### src/rtl/fetch_decode_pipe.sv
// ---------------------------------------------------------------------------
// fetch_decode_pipe
//
// Front-end register bank of the 5-stage MIPS core. Holds the fetch PC, the
// IF/ID register and the ID/EX register. Applies the hazard unit's stall and
// flush requests and the branch/jump redirection decided in decode. Three
// saturating performance counters track cycles, stall cycles and flush events.
//
// Parameters
//   RESET_PC  PC value loaded on reset
//   CNT_W     width of each performance counter
//
// Ports
//   clk, rst                     clock, synchronous active-high reset
//   StallF, StallD, FlushE       hazard unit requests
//   PCSrcD, JumpD                redirect requests from decode
//   PCBranchD, PCJumpD           redirect targets
//   InstrF                       instruction fetched at PCF
//   PCF                          fetch PC
//   InstrD, PCPlus4D             IF/ID contents
//   *D control/operand inputs    decode stage values
//   *E outputs                   ID/EX contents
//   CycleCnt, StallCnt, FlushCnt performance counters
// ---------------------------------------------------------------------------
module fetch_decode_pipe #(
    parameter logic [31:0] RESET_PC = 32'h0000_0000,
    parameter int          CNT_W    = 32
) (
    input  logic             clk,
    input  logic             rst,
    input  logic             StallF,
    input  logic             StallD,
    input  logic             FlushE,
    input  logic             PCSrcD,
    input  logic             JumpD,
    input  logic [31:0]      PCBranchD,
    input  logic [31:0]      PCJumpD,
    input  logic [31:0]      InstrF,
    output logic [31:0]      PCF,
    output logic [31:0]      InstrD,
    output logic [31:0]      PCPlus4D,
    input  logic             RegWriteD,
    input  logic             MemtoRegD,
    input  logic             MemWriteD,
    input  logic             ALUSrcD,
    input  logic             RegDstD,
    input  logic [2:0]       ALUControlD,
    input  logic [31:0]      RD1D,
    input  logic [31:0]      RD2D,
    input  logic [31:0]      SignImmD,
    input  logic [4:0]       RsD,
    input  logic [4:0]       RtD,
    input  logic [4:0]       RdD,
    output logic             RegWriteE,
    output logic             MemtoRegE,
    output logic             MemWriteE,
    output logic             ALUSrcE,
    output logic             RegDstE,
    output logic [2:0]       ALUControlE,
    output logic [31:0]      RD1E,
    output logic [31:0]      RD2E,
    output logic [31:0]      SignImmE,
    output logic [4:0]       RsE,
    output logic [4:0]       RtE,
    output logic [4:0]       RdE,
    output logic [CNT_W-1:0] CycleCnt,
    output logic [CNT_W-1:0] StallCnt,
    output logic [CNT_W-1:0] FlushCnt
);

    logic [31:0] pcplus4f;
    logic        redirect;
    logic        flush_event;

    // Sequential PC; the 32-bit add wraps naturally from 0xFFFF_FFFC to 0.
    assign pcplus4f = PCF + 32'd4;
    assign redirect = PCSrcD | JumpD;

    // A squash of IF/ID only counts when decode is not held, otherwise the
    // redirect is deferred and will be counted on the cycle it takes effect.
    assign flush_event = FlushE | (redirect & ~StallD);

    // Fetch PC: a jump outranks a branch if decode raises both.
    always_ff @(posedge clk) begin
        if (rst) begin
            PCF <= RESET_PC;
        end else if (!StallF) begin
            if (JumpD)
                PCF <= PCJumpD;
            else if (PCSrcD)
                PCF <= PCBranchD;
            else
                PCF <= pcplus4f;
        end
    end

    // IF/ID: a stall must win over a redirect because PCSrcD may be computed
    // from stale operands while decode waits on a hazard. Clearing to zero
    // turns the wrong-path instruction into sll $0,$0,0.
    always_ff @(posedge clk) begin
        if (rst) begin
            InstrD   <= 32'd0;
            PCPlus4D <= 32'd0;
        end else if (!StallD) begin
            if (redirect) begin
                InstrD   <= 32'd0;
                PCPlus4D <= 32'd0;
            end else begin
                InstrD   <= InstrF;
                PCPlus4D <= pcplus4f;
            end
        end
    end

    // ID/EX: never holds; a flush inserts an all-zero bubble.
    always_ff @(posedge clk) begin
        if (rst || FlushE) begin
            RegWriteE   <= 1'b0;
            MemtoRegE   <= 1'b0;
            MemWriteE   <= 1'b0;
            ALUSrcE     <= 1'b0;
            RegDstE     <= 1'b0;
            ALUControlE <= 3'd0;
            RD1E        <= 32'd0;
            RD2E        <= 32'd0;
            SignImmE    <= 32'd0;
            RsE         <= 5'd0;
            RtE         <= 5'd0;
            RdE         <= 5'd0;
        end else begin
            RegWriteE   <= RegWriteD;
            MemtoRegE   <= MemtoRegD;
            MemWriteE   <= MemWriteD;
            ALUSrcE     <= ALUSrcD;
            RegDstE     <= RegDstD;
            ALUControlE <= ALUControlD;
            RD1E        <= RD1D;
            RD2E        <= RD2D;
            SignImmE    <= SignImmD;
            RsE         <= RsD;
            RtE         <= RtD;
            RdE         <= RdD;
        end
    end

    // Performance counters stick at all-ones instead of wrapping.
    always_ff @(posedge clk) begin
        if (rst) begin
            CycleCnt <= '0;
            StallCnt <= '0;
            FlushCnt <= '0;
        end else begin
            if (CycleCnt != '1)
                CycleCnt <= CycleCnt + CNT_W'(1);
            if (StallD && (StallCnt != '1))
                StallCnt <= StallCnt + CNT_W'(1);
            if (flush_event && (FlushCnt != '1))
                FlushCnt <= FlushCnt + CNT_W'(1);
        end
    end

endmodule

### config.mk
export PLATFORM = sky130hd
export DESIGN_NAME = fetch_decode_pipe
export DESIGN_NICKNAME = d
export VERILOG_FILES = /design/src/rtl/fetch_decode_pipe.sv
export SDC_FILE = /design/constraint.sdc
export NUM_CORES = 1
export LEC_CHECK = 0
export ABC_AREA = 1
export ABC_CLOCK_PERIOD_IN_PS = 3120
export CELL_PAD_IN_SITES_DETAIL_PLACEMENT = 1
export CELL_PAD_IN_SITES_GLOBAL_PLACEMENT = 2
export CORE_MARGIN = 2
export CORE_UTILIZATION = 25
export DETAILED_ROUTE_END_ITERATION = 10
export MAX_ROUTING_LAYER = met4
export PLACE_DENSITY_LB_ADDON = 0.1
export SLEW_MARGIN = 10
export SYNTH_ARGS = -nofsm -noshare
export SYNTH_HDL_FRONTEND = slang
export SYNTH_SLANG_ARGS = --single-unit
### constraint.sdc
create_clock -name clk -period 3.12 [get_ports clk]
set_input_delay 0.624 -clock clk [delete_from_list [all_inputs] [get_ports clk]]
set_output_delay 0.624 -clock clk [all_outputs]
set_load 0.02 [all_outputs]
**After elaboration in Yosys (flattened, before gate mapping)**

Index checks and enable logic that the tools add are counted.

- Input port bits: 222
- Bits in registers: 311
- Logic and storage cells: 36
- Output and inout bits: 311

- $add $sub $neg: 4
- Multiplexer cells: 4
- Reductions and logical operators: 3
- Bitwise gates (word level): 4
- Equal/unequal tests: 3

Operator list:

| kind | number |
|---|---|
| 32-bit two-way mux | 4 |
| 32-bit by 1-bit adder with 32-bit output (second input constant) | 3 |
| 32-bit != test (second input constant) | 3 |
| 32-bit by 3-bit adder with 32-bit output (second input constant) | 1 |
| 1-bit logical AND | 2 |
| 1-bit bitwise OR | 2 |
| 1-bit bitwise AND | 1 |
| 1-bit logical OR | 1 |
| 1-bit NOT | 1 |

**Logic depth before layout (Yosys ltp)**

- Word-level depth: 4
- Gate-level depth with buffers: 11

**Least setup slack after synthesis**

OpenSTA, ideal clock, no wires.

- Path kind: reg2reg
- Start: register FlushCnt[0]
- End: register FlushCnt[10]
- Library setup time: 0.132 ns
- Arrival time: 1.732 ns
- Setup slack: 1.256 ns
- Stages on the path, launching flop included: 12
- Path buffers: 1
- Data required time: 2.988 ns
- Clock period less this slack: 1.864 ns
- Cell sequence: dfxtp_1 ha_1 inv_2 nor2_4 nand2_2 nor2_2 nand2_1 nand2_2 inv_2 buf_2 nand2_1 a21oi_1

- Cells in the longest elaborated chain, start to end: 2
- Elaborated cells between the ends (all ways): 3

Ends and longest elaborated chain:

| what | RTL line | text |
|---|---|---|
| start, declared | 68 | `output logic [CNT_W-1:0] FlushCnt` |
| start signal, assigned | 158 | `FlushCnt <= FlushCnt + CNT_W'(1);` |
| branches (longest 2 deep; another with 32-bit by 1-bit adder with 32-bit output) | n/a |  |

Several ways; the timed one is not identified.
A chain may end at the register's enable or synchronous reset.

**Worst setup path in the final report**

- Start: register PCF[29]
- End: output port PCF[29]

RTL lines:

| what | RTL line | text |
|---|---|---|
| start, declared | 39 | `output logic [31:0] PCF,` |
| start signal, assigned | 89 | `PCF <= PCJumpD;` |
| start signal, assigned | 91 | `PCF <= PCBranchD;` |
| start signal, assigned | 93 | `PCF <= pcplus4f;` |

No word-level cell between the ends.

==> metrics.yaml <==
hold_class: "in -> reg"
grt_util_all_layers_pct: 22.2
powerDensity_nw_per_um2: 476
cp.required_ns: 2.50
core_area_um2: 54900
synth-async-reset-ratio_pct: 0
synthSimpleGateAreaFrac_pct: 31.1
seq_area_frac_synth_pct: 45.1
grt_setup_unrepaired: "no"
synth-xor-area-share_pct: 3.04
crit_family: "buffers and inverters"
period_minus_slack_ns: 2.47
layout-drive-gt1-share_pct: 5.02
h-tree-depth: 2
slowest_stage: "clkdlybuf4s50_1"
syn-num-nets: 2255
post-dp-hpwl_um: 48700
drv_slew: 0
clock_sinks: 311
clock-root-buffer: "clkbuf_16"
path_class: "reg -> out"
cts_setup_buffers: 0
die_h_um: 239
max_freq_mhz: 404
synth_mux_area_share_pct: 0
synth-main-ff-cell: "dfxtp_1"
syn_inst: 2029
dpl_cell_area_um2: 19800
dr.pass1.iters: 4
grt_start_max_net_pins: 120
wl_per_cell_um: 19.0
syn_area_um2: 13800
fillers: 6716
layout_commonest_cell: "nand2_1"
rows: 86
cts_hold_buf: 0
synth_warnings: 0
synth_compound_area_share_pct: 10.9
synth_top_area_share_pct: 45.1
worstPathCellList: "clkdlybuf4s50_1"
numCtsBuffers: 40
total_power_mw: 10.1
tns_ns: 0
post-route-worst-setup-slack_ns: 0.645
hold_violations: 0
grt_pass1_vias: 15600
cp_num_buf_inv: 1
antenna_found_initial: 6
cp_max_fo: 6
ctsResizeCount: 0
slew-limit-headroom_pct: 51.6
grt_pass1_wl_um: 94200
path_clk_slew_ns: 0.06
clockBufferDepth: 3
start_kind: "flop"
synth_largest_area_cell: "dfxtp_1"
layout_common_cells: "553 x nand2_1, 530 x clkdlybuf4s50_1, 345 x nor2_1"
placedCellCount: 3204
max_stage_delay_ns: 0.84
gp_congestion: 0.831
drt_wl_total_um: 62400
fin_nets: 2768
drt-initial-drc-count: 502
synthAdderAreaFrac_pct: 0.362
arrival_ns: 1.85
pin_count: 533
place.port_buffers: 532
worst_pin_slew_ns: 0.726
outcome: "completed"
syn_to_final_growth_pct: 53.1
synth_top_family_by_area: "simple AND/OR/NAND/NOR gates"
die_x_um: 239
grt_overflow: 0
avgViaCountPerCell: 4.50
synthTopCellsByArea: "dfxtp_1 45%, nand2_1 15%, nor2_1 9.4%, inv_1 6.8%, a21oi_1 5.3%"
setup_viol: 0
final_area_um2: 21200
max_cap_violations: 0
vias: 14800
finalCritPeriodShare_pct: 79.3
instances_no_fill: 3281
antenna_left: 0
drc: 0
synth_edf_count: 0
avgSynthCellArea_um2: 6.81
initial_core_util_pct: 25.2
final.setup_skew_ns: 0.0165
synthDistinctLibCells: 34
postSynthRegisterBits: 311
cts_tree: "done"
peakVddDrop_mv: 0.375
clk_latency_ns: 0.57
critPathCaptureType: "output port"
pre_cts_ws_ns: 0.485
p_leak_nw: 8.29
dieArea_um2: 57200
[synthesized netlist by cell type, types with 3 or more instances]
library cell and number:
nand2_1 554, nor2_1 346, dfxtp_1 311, inv_1 250, a21oi_1 146, nand3_1 111, o21ai_0 73, clkbuf_1 59
xor2_1 32, a221oi_1 28, xnor2_1 16, nand2_2 13, buf_2 11, nand4_1 11, a21oi_2 10, nor3_1 8
nand3b_1 6, or2_2 5, a31oi_1 4, buf_1 4, ha_1 4, nor2_4 4, buf_6 3, inv_2 3
nand2_4 3, nor2_2 3
[kinds of logic (layout without fill, tap and decap cells)]
kind of cell | after synthesis | after routing
AO/OA/AOI/OAI | 267 | 267
XOR/XNOR | 48 | 48
adder cells (fa/ha/maj) | 4 | 4
buffers and inverters | 335 | 877
flip-flops | 311 | 311
other | 0 | 6
AND/OR/NAND/NOR | 1064 | 1064
[through the flow]
step / utilization [%] / hold slack [ns]
6_report: 38.6 / 0.458
4_1_cts: 38.5 / 0.439
5_1_grt: 38.6 / 0.458
2_1_floorplan: - / 0.545
3_3_place_gp: 36.2 / 0.452
3_5_place_dp: 36.2 / 0.458
[power breakdown]
group / internal [mW] / switching [mW]
combinational: 0.578 / 0.623
sequential: 4.11 / 0.107
clock: 2.73 / 1.92
total: 7.42 / 2.65
[cell type report]
type | instances | area [um^2] | area share, %
Multi-Input combinational cell | 1383 | 6280 | 29.7
Inverter | 255 | 958 | 4.53
Timing Repair Buffer | 551 | 5500 | 26.0
Antenna cell | 6 | 15.0 | 0.0709
Sequential cell | 311 | 6230 | 29.4
Clock buffer | 56 | 1140 | 5.39
Clock inverter | 15 | 161 | 0.763
Tap cell | 704 | 881 | 4.16
[routing by layer]
metal / track usage, % / wire length, um / vias up
li1: - / - / 7348
met1: 24.4 / 25000 / 6970
met2: 37.9 / 30800 / 365
met3: 7.93 / 5300 / 72
met4: 5.98 / 1330 / 0
met5: - / 0 / -
[worst paths after layout]
kind               startpoint            to  slack [ns]  depth (start not counted)
setup / recovery      PCF[29]       PCF[29]        0.65                          1
hold / removal            rst   CycleCnt[8]        0.46                          2
setup reg to reg  CycleCnt[1]  CycleCnt[15]        0.76                          9
hold reg to reg    InstrD[24]    InstrD[24]        0.47                          2
[registers in the layout (all words and copies together) (netlist names)]
signal and cells:
PCF 32, RD2E 32, RegDstE 1, RegWriteE 1, ALUSrcE 1, InstrD 32
RD1E 32, MemtoRegE 1, MemWriteE 1, RsE 5, RtE 5, CycleCnt 32
FlushCnt 32, StallCnt 32, RdE 5, SignImmE 32, PCPlus4D 32, ALUControlE 3
No activity file was read; power rests on OpenSTA's default activity.
